<file path="src/rtl/instruction_fetch.sv">
// Fetch stage: owns the program counter and sits in front of a synchronous-read
// instruction memory. The PC is a word index. Because memory data arrives one
// cycle after the address, the stage remembers which PC is in flight (req_pc)
// and presents {Instr, InstrPC, InstrValid} to decode in the following cycle.
// A downstream stall freezes the stage. Any word that arrives during a stall is
// captured once into a holding register, so decode sees a stable instruction.
// A redirect reloads the PC and squashes the fetch that is in flight.
//
// Optional feature, enabled by the macro FETCH_BOUNDS_EN:
//   The stage refuses to issue a PC >= MEM_DEPTH.
//   On such an attempt it halts and raises Fault until the next Reset or Redirect.
//   Without the macro there is no range check and Fault is tied to 0.
//
// Handshake with decode:
//   InstrValid=1 and Stall=0 in the same cycle means decode takes Instr/InstrPC.
//   InstrValid=1 and Stall=1 means the word is offered but not taken.
//     The word and its PC then stay unchanged until a cycle with Stall=0.
//   InstrValid=0 is a bubble. Stall has no effect on a bubble except to
//     hold the PC.

module instruction_fetch #(
  parameter logic [31:0] RESET_PC  = 32'h0000_0000,
  parameter int unsigned MEM_DEPTH = 32
) (
  input  logic        Clk,
  input  logic        Reset,
  input  logic        Stall,
  input  logic        Redirect,
  input  logic [31:0] RedirectAddr,
  output logic [31:0] MemAddress,
  input  logic [31:0] MemReadData,
  output logic [31:0] Instr,
  output logic [31:0] InstrPC,
  output logic        InstrValid,
  output logic        Fault
);

  logic [31:0] pc_q, pc_d;
  logic [31:0] req_pc_q, req_pc_d;
  logic        req_valid_q, req_valid_d;
  logic        holding_q, holding_d;
  logic [31:0] hold_instr_q, hold_instr_d;
  logic        issue_ok;

`ifdef FETCH_BOUNDS_EN
  logic halted_q, halted_d;

  // A PC may be issued only while not halted and inside the memory image.
  assign issue_ok = !halted_q && (pc_q < MEM_DEPTH);
`else
  assign issue_ok = 1'b1;
`endif

  // Next-state selection. Redirect beats stall, and stall beats advance.
  always_comb begin
    pc_d         = pc_q;
    req_pc_d     = req_pc_q;
    req_valid_d  = req_valid_q;
    holding_d    = holding_q;
    hold_instr_d = hold_instr_q;
`ifdef FETCH_BOUNDS_EN
    halted_d     = halted_q;
`endif
    if (Redirect) begin
      // Squash the fetch in flight. The target is issued next cycle.
      pc_d        = RedirectAddr;
      req_valid_d = 1'b0;
      holding_d   = 1'b0;
`ifdef FETCH_BOUNDS_EN
      halted_d    = 1'b0;
`endif
    end else if (Stall) begin
      // The memory re-reads the held PC next cycle.
      // Capture the offered word now, while it is still on the bus.
      if (req_valid_q && !holding_q) begin
        hold_instr_d = MemReadData;
        holding_d    = 1'b1;
      end
    end else if (issue_ok) begin
      req_pc_d    = pc_q;
      req_valid_d = 1'b1;
      pc_d        = pc_q + 32'd1;
      holding_d   = 1'b0;
    end else begin
`ifdef FETCH_BOUNDS_EN
      // Out of range: freeze the PC and stop presenting instructions.
      halted_d    = 1'b1;
      req_valid_d = 1'b0;
      holding_d   = 1'b0;
`endif
    end
  end

  // State registers with synchronous reset. Reset overrides every other request.
  always_ff @(posedge Clk) begin
    if (Reset) begin
      pc_q         <= RESET_PC;
      req_pc_q     <= 32'h0;
      req_valid_q  <= 1'b0;
      holding_q    <= 1'b0;
      hold_instr_q <= 32'h0;
`ifdef FETCH_BOUNDS_EN
      halted_q     <= 1'b0;
`endif
    end else begin
      pc_q         <= pc_d;
      req_pc_q     <= req_pc_d;
      req_valid_q  <= req_valid_d;
      holding_q    <= holding_d;
      hold_instr_q <= hold_instr_d;
`ifdef FETCH_BOUNDS_EN
      halted_q     <= halted_d;
`endif
    end
  end

  assign MemAddress = pc_q;
  assign InstrPC    = req_pc_q;
  assign InstrValid = req_valid_q;
  assign Instr      = holding_q ? hold_instr_q : MemReadData;

`ifdef FETCH_BOUNDS_EN
  assign Fault = halted_q;
`else
  assign Fault = 1'b0;
`endif

endmodule

</file>
<file path="config.mk">
export PLATFORM = sky130hd
export DESIGN_NAME = instruction_fetch
export DESIGN_NICKNAME = d
export VERILOG_FILES = /design/src/rtl/instruction_fetch.sv
export SDC_FILE = /design/constraint.sdc
export NUM_CORES = 1
export LEC_CHECK = 0
export ABC_AREA = 1
export CAP_MARGIN = 20
export CORE_AREA = 3 3 111 113
export CTS_CLUSTER_DIAMETER = 60
export CTS_CLUSTER_SIZE = 40
export DETAILED_ROUTE_END_ITERATION = 10
export DIE_AREA = 0 0 114 116
export PLACE_DENSITY = 0.77
export SYNTH_ARGS = -nofsm -noshare
export SYNTH_HDL_FRONTEND = slang
export SYNTH_SLANG_ARGS = --single-unit
export TNS_END_PERCENT = 20
</file>
<file path="constraint.sdc">
create_clock -name Clk -period 2.4 [get_ports Clk]
set_input_delay 0.36 -clock Clk [delete_from_list [all_inputs] [get_ports Clk]]
set_output_delay 0.36 -clock Clk [all_outputs]
set_load 0.03 [all_outputs]
</file>
==> results.cfg, run 1 <==
[clocking]
cts.path.max_buffers = 2
ctsHoldBuffers = 0
cts.sinks = 98
cts_tree = built
postCtsSetupRepairBufs = 0
insertion_delay_ns = 0.34
cts_resized = 0
clkTransAtPathRegs_ns = 0.07
h-tree-depth = 3
numCtsBuffers = 9
cts-root-buf = clkbuf_16

[power]
peakVddDrop_mv = 0.348
p_leak_nw = 3.13
p_clk_frac = 0.374
swShare = 0.273
p_seq_frac = 0.435
p_comb_frac = 0.191
p_sw_mw = 1.11
power_density_nw_per_um2 = 571
p_int_mw = 2.97

[setup_path]
slowest_stage = clkdlybuf4s50_1
r2r_end = MemAddress[16]
crit_chain = inv_1, buf_4, nand2_1, nand2_1, clkdlybuf4s50_1
r2r_start = MemAddress[1]
path_delay_family = buffers and inverters
critical_path_class = register to output port
cp_max_fo = 33
endpoint_kind = output port
cp_num_cells = 5
rrSetupSlack_ns = 0.80
cp-start-kind = register
slowest_delay_ns = 0.67
r2r_cells = 8
path_buf_inv = 3
cp.required_ns = 2.04
worstPathArrival_ns = 1.87
cp_common_cell = nand2_1

[placement]
dp_slack_ns = 0.308
place.detailed.hpwl_um = 10700
io_buffers = 164
place_congestion = 0.846

[synth]
synthCells = 797
avgSynthCellArea_um2 = 6.37
synth_top_family_by_area = simple AND/OR/NAND/NOR gates
synth_area_um2 = 5080
synth_compound_area_frac = 0.106
synthXorXnorAreaFrac = 0
synth_warnings = 0
synthAdderAreaFrac = 0.00246
async_flop_share = 0
ys_ff_latch = 98
synthFlopType = dfxtp_1
synthDistinctLibCells = 36
synth-simple-area-share = 0.412
synthMuxAreaShare = 0
synth_edf_count = 0
ys_seq_area_frac = 0.386
syn_nets = 866

[cells_and_area]
fillers = 1063
layout_commonest_cell = nand2_1
utilization = 0.625
area_growth_pct = 40.6
drive_gt1_frac = 0.0549
antenna_cells = 0
layout_common_cells = nand2_1 (229), clkdlybuf4s50_1 (164), nor2_1 (152)
fin_nets = 1014

[worst_hold_path]
whs_endpoint = InstrPC[11]
worstHoldStart = InstrPC[11]
hold_depth = 2
hold_path_class = register to register

[floorplan]
core-area_um2 = 11400
start_util = 0.445
dieArea_um2 = 13200
io_pins = 166
die_y_um = 116
rows = 39
die_w_um = 114

[global_routing]
antenna_found_initial = 0
grt_first_pass_wirelength_um = 24900
grt_max_degree = 45
overflow = 0
grt_pass1_vias = 5023
track_usage = 0.232

[detailed_routing]
dr.pass1.iters = 5
drc = 0
drtIter0Drc = 400
vias = 5440
viasPerCell = 4.99
wl_per_cell_um = 13.9
antenna_left = 0
finalWirelength_um = 15200

[sta]
fin_skew_ns = 0.00619
setup_tns_ns = 0
hold_violations = 0
fin_ws_ns = 0.170
max_freq_mhz = 448
tightest_slew_ns = 0.527
finalCritPeriodShare = 0.929
setup_viol = 0
finalCriticalPeriod_ns = 2.23
report.final.slew_viol_count = 0
rsz0062_at_grt = false
max-slew-margin-rel = 0.648

[outcome]
status = complete, no violations

[job]
cap_violations = 0
-- power by group through the flow --
stage	sequential (mW)	combinational (mW)	clock (mW)
after floorplan	1.90	0.309	0
after global placement	1.81	0.773	0
after detailed placement	1.81	0.778	0
after CTS	1.77	0.782	1.56
after global routing	1.78	0.844	1.62
final	1.77	0.780	1.53
-- worst register-to-register path, stage by stage (launching register included) --
cell	delay, ns
dfxtp_1	0.42
ha_1	0.25
nand2_2	0.09
nor2_4	0.19
nand3_2	0.14
o21ai_0	0.21
nand3b_1	0.11
nand2_1	0.06
inv_1	0.04
-- worst max-delay path by stage --
stage / to / startpoint / slack (ns)
floorplan: MemAddress[26] / MemAddress[1] / 0.76
global placement: MemAddress[26] / Stall / 0.30
detailed placement: hold_instr_q[9] / Stall / 0.31
CTS: Instr[0] / holding_q / 0.13
global route: Instr[7] / holding_q / 0.03
finish: Instr[28] / holding_q / 0.17
-- stage by stage --
stage	hold slack [ns]	cell area (um^2)	total power, mW	std cells
4_1_cts	0.472	7140	4.11	1091
2_1_floorplan	0.476	5080	2.21	797
5_1_grt	0.490	7140	4.25	1091
3_5_place_dp	0.454	6830	2.59	1077
6_report	0.469	7140	4.08	1091
3_3_place_gp	0.454	6830	2.58	1077
-- logic make-up after synthesis --
group	after synthesis
AOI/OAI and AO/OA	101
adders and majority gates	1
buffers and inverters	115
DFF	98
other	1
and+or+nand+nor	481
-- Yosys cell counts, types with 2 or more instances --
| cell | number | area share |
|---|---|---|
| nand2_2 | 3 | 0.0037 |
| buf_2 | 14 | 0.014 |
| o21ai_0 | 65 | 0.064 |
| inv_2 | 3 | 0.0022 |
| nor3_1 | 15 | 0.015 |
| buf_1 | 2 | 0.0015 |
| dfxtp_1 | 98 | 0.39 |
| clkbuf_1 | 19 | 0.014 |
| a31oi_1 | 3 | 0.0037 |
| buf_4 | 2 | 0.0030 |
| nand3_1 | 45 | 0.044 |
| a211oi_1 | 3 | 0.0044 |
| nor2_1 | 152 | 0.11 |
| nor2_2 | 5 | 0.0062 |
| nor2_8 | 2 | 0.0079 |
| a21oi_1 | 16 | 0.016 |
| o211ai_1 | 4 | 0.0059 |
| nand3_4 | 2 | 0.0069 |
| o21ai_1 | 6 | 0.0059 |
| nand2_1 | 229 | 0.17 |
| nand4_1 | 11 | 0.014 |
| nor2_4 | 6 | 0.013 |
| inv_1 | 72 | 0.053 |
| nand3b_1 | 6 | 0.0089 |
| a22o_1 | 3 | 0.0052 |
-- cell type report --
cell class / count / area (um^2) / area share
Multi-Input combinational cell: 584 / 2650 / 0.371
Sequential cell: 98 / 1960 / 0.275
Timing Repair Buffer: 176 / 1760 / 0.246
Inverter: 76 / 288 / 0.0403
Clock buffer: 11 / 243 / 0.0340
Tap cell: 143 / 179 / 0.0251
Clock inverter: 3 / 65.1 / 0.00911
-- routing by layer --
layer  vias to the layer above  global-route usage  wire length [um]
met2                       202               0.372              6920
met1                      2403               0.317              6880
met5                         -                   0                 0
met4                         0              0.0816               266
met3                        21              0.0402              1090
li1                       2814                   -                 -
-- sequential cells by signal, indices dropped and copies added (netlist names) --
| signal | cells |
|---|---|
| InstrPC | 32 |
| InstrValid | 1 |
| MemAddress | 32 |
| hold_instr_q | 32 |
| holding_q | 1 |
Note: power is estimated with default switching activity, not from simulation.
==> run 2: changes to the inputs <==
==> constraint.sdc (replaced) <==
create_clock -name Clk -period 2.4 [get_ports Clk]
set_input_delay 0.72 -clock Clk [delete_from_list [all_inputs] [get_ports Clk]]
set_output_delay 0.72 -clock Clk [all_outputs]
set_load 0.03 [all_outputs]
==> run 2 against run 1 <==
Against the previous run:
- die area is the same
- design area is 0.82% higher
- clock-buffer cell count unchanged
- largest cell class unchanged
==> results.cfg, run 2 (same netlist as run 1, synthesis figures left out) <==
[cells_and_area]
layout_common_cells = nand2_1 (229), nor2_1 (152), clkdlybuf4s50_1 (132)
stdcell_count = 1103
area_growth_pct = 41.8
fin_nets = 1025
seq_area_um2 = 1960
drive_gt1_frac = 0.101
layout_commonest_cell = nand2_1
multi_input_area_um2 = 2650
antenna_cells = 0
fillers = 1070

[clocking]
cts-root-buf = clkbuf_16
cts.sinks = 98
cts_resized = 0
cts_tree = built
h-tree-depth = 3
postCtsSetupRepairBufs = 0
ctsHoldBuffers = 0
cts.path.max_buffers = 2
numCtsBuffers = 9
insertion_delay_ns = 0.34
clkTransAtPathRegs_ns = 0.07

[power]
p_leak_nw = 3.24
peakVddDrop_mv = 0.422
power_density_nw_per_um2 = 589
p_sw_mw = 1.13
swShare = 0.267
p_comb_frac = 0.185
p_seq_frac = 0.416
p_clk_frac = 0.399
p_int_mw = 3.11

[setup_path]
cp-start-kind = register
cp.required_ns = 1.68
r2r_start = MemAddress[1]
path_delay_family = buffers and inverters
endpoint_kind = output port
critPathLaunch = MemAddress[21]
critical_path_class = register to output port
cp_max_fo = 7
slowest_stage = clkdlybuf4s50_1
slowest_delay_ns = 0.73
path_buf_inv = 1
worstPathArrival_ns = 1.55
crit_chain = clkdlybuf4s50_1

[sta]
finalCritPeriodShare = 0.945
setup_tns_ns = 0
rsz0062_at_grt = false
hold_violations = 0
finalCriticalPeriod_ns = 2.27
setup_viol = 0
max_freq_mhz = 441
report.final.slew_viol_count = 0
fin_skew_ns = 0.00938

[global_routing]
grt_max_degree = 36
track_usage = 0.233
grt_pass1_vias = 5045
antenna_found_initial = 0
grt_first_pass_wirelength_um = 25100
overflow = 0

[floorplan]
start_util = 0.445
rows = 39
die_y_um = 116
core-area_um2 = 11400
dieArea_um2 = 13200
io_pins = 166
die_w_um = 114

[detailed_routing]
viasPerCell = 4.97
finalWirelength_um = 15200
drc = 0
wl_met2_um = 6770
wl_met3_um = 1120
antenna_left = 0
drtIter0Drc = 469
vias = 5478
routed.top_layer = met4
wl_per_cell_um = 13.7
met1_length_um = 6970
dr.pass1.iters = 5

[outcome]
status = complete, no violations

[worst_hold_path]
hold_path_class = register to register
worstHoldStart = InstrPC[25]

[placement]
place_congestion = 0.877
post-place-cells = 1088
place.detailed.hpwl_um = 10800
io_buffers = 164

[job]
cap_violations = 0
==> run 2: cell count changes in the layout (fill, tap and decap cells not counted) <==
cell | previous run | this run
buf_4 | 10 | 52
bufinv_16 | 2 | 3
clkbuf_8 | 1 | 2
clkbuf_1 | 1 | 0
clkinv_2 | 1 | 0
clkinv_4 | 0 | 1
clkdlybuf4s50_1 | 164 | 132
buf_12 | 2 | 3
==> run 2: metrics by stage <==
step                 util  total power [mW]  area [um^2]  hold slack [ns]  setup WS, ns
floorplan               -              2.21         5080            0.476         0.526
global placement    0.600              2.58         6850            0.452        0.0627
detailed placement  0.600              2.59         6850            0.452        0.0350
CTS                 0.631              4.29         7200            0.470         0.114
global route        0.631              4.43         7200            0.487        0.0432
finish              0.631              4.24         7200            0.464         0.132
==> run 2: per-layer routing <==
layer / vias to the layer above / track usage
met1: 2398 / 0.318
met4: 0 / 0.0768
li1: 2850 / -
met3: 22 / 0.0423
met2: 208 / 0.372
met5: - / 0
==> run 2: power groups by stage <==
stage                     Combinational [mW]  Sequential [mW]  Clock [mW]
final                                  0.786             1.77        1.69
after global routing                   0.849             1.78        1.81
after CTS                              0.789             1.77        1.73
after detailed placement               0.785             1.80           0
after global placement                 0.781             1.80           0
after floorplan                        0.309             1.90           0
==> run 2: layout make-up <==
| class | count | share of cell area |
|---|---|---|
| multi-input combinational | 584 | 0.368 |
| inverter | 76 | 0.0400 |
| timing repair buffer | 187 | 0.246 |
| sequential | 98 | 0.272 |
| clock inverter | 4 | 0.0137 |
| tap | 143 | 0.0248 |
| clock buffer | 11 | 0.0351 |
==> run 2: worst paths after layout <==
check | to | slack, ns | cells after the start
worst min register to register | InstrPC[25] | 0.46 | 2
worst max-delay path | MemAddress[21] | 0.13 | 1
worst min-delay path | InstrPC[25] | 0.46 | 2
worst max register to register | MemAddress[26] | 0.77 | 10
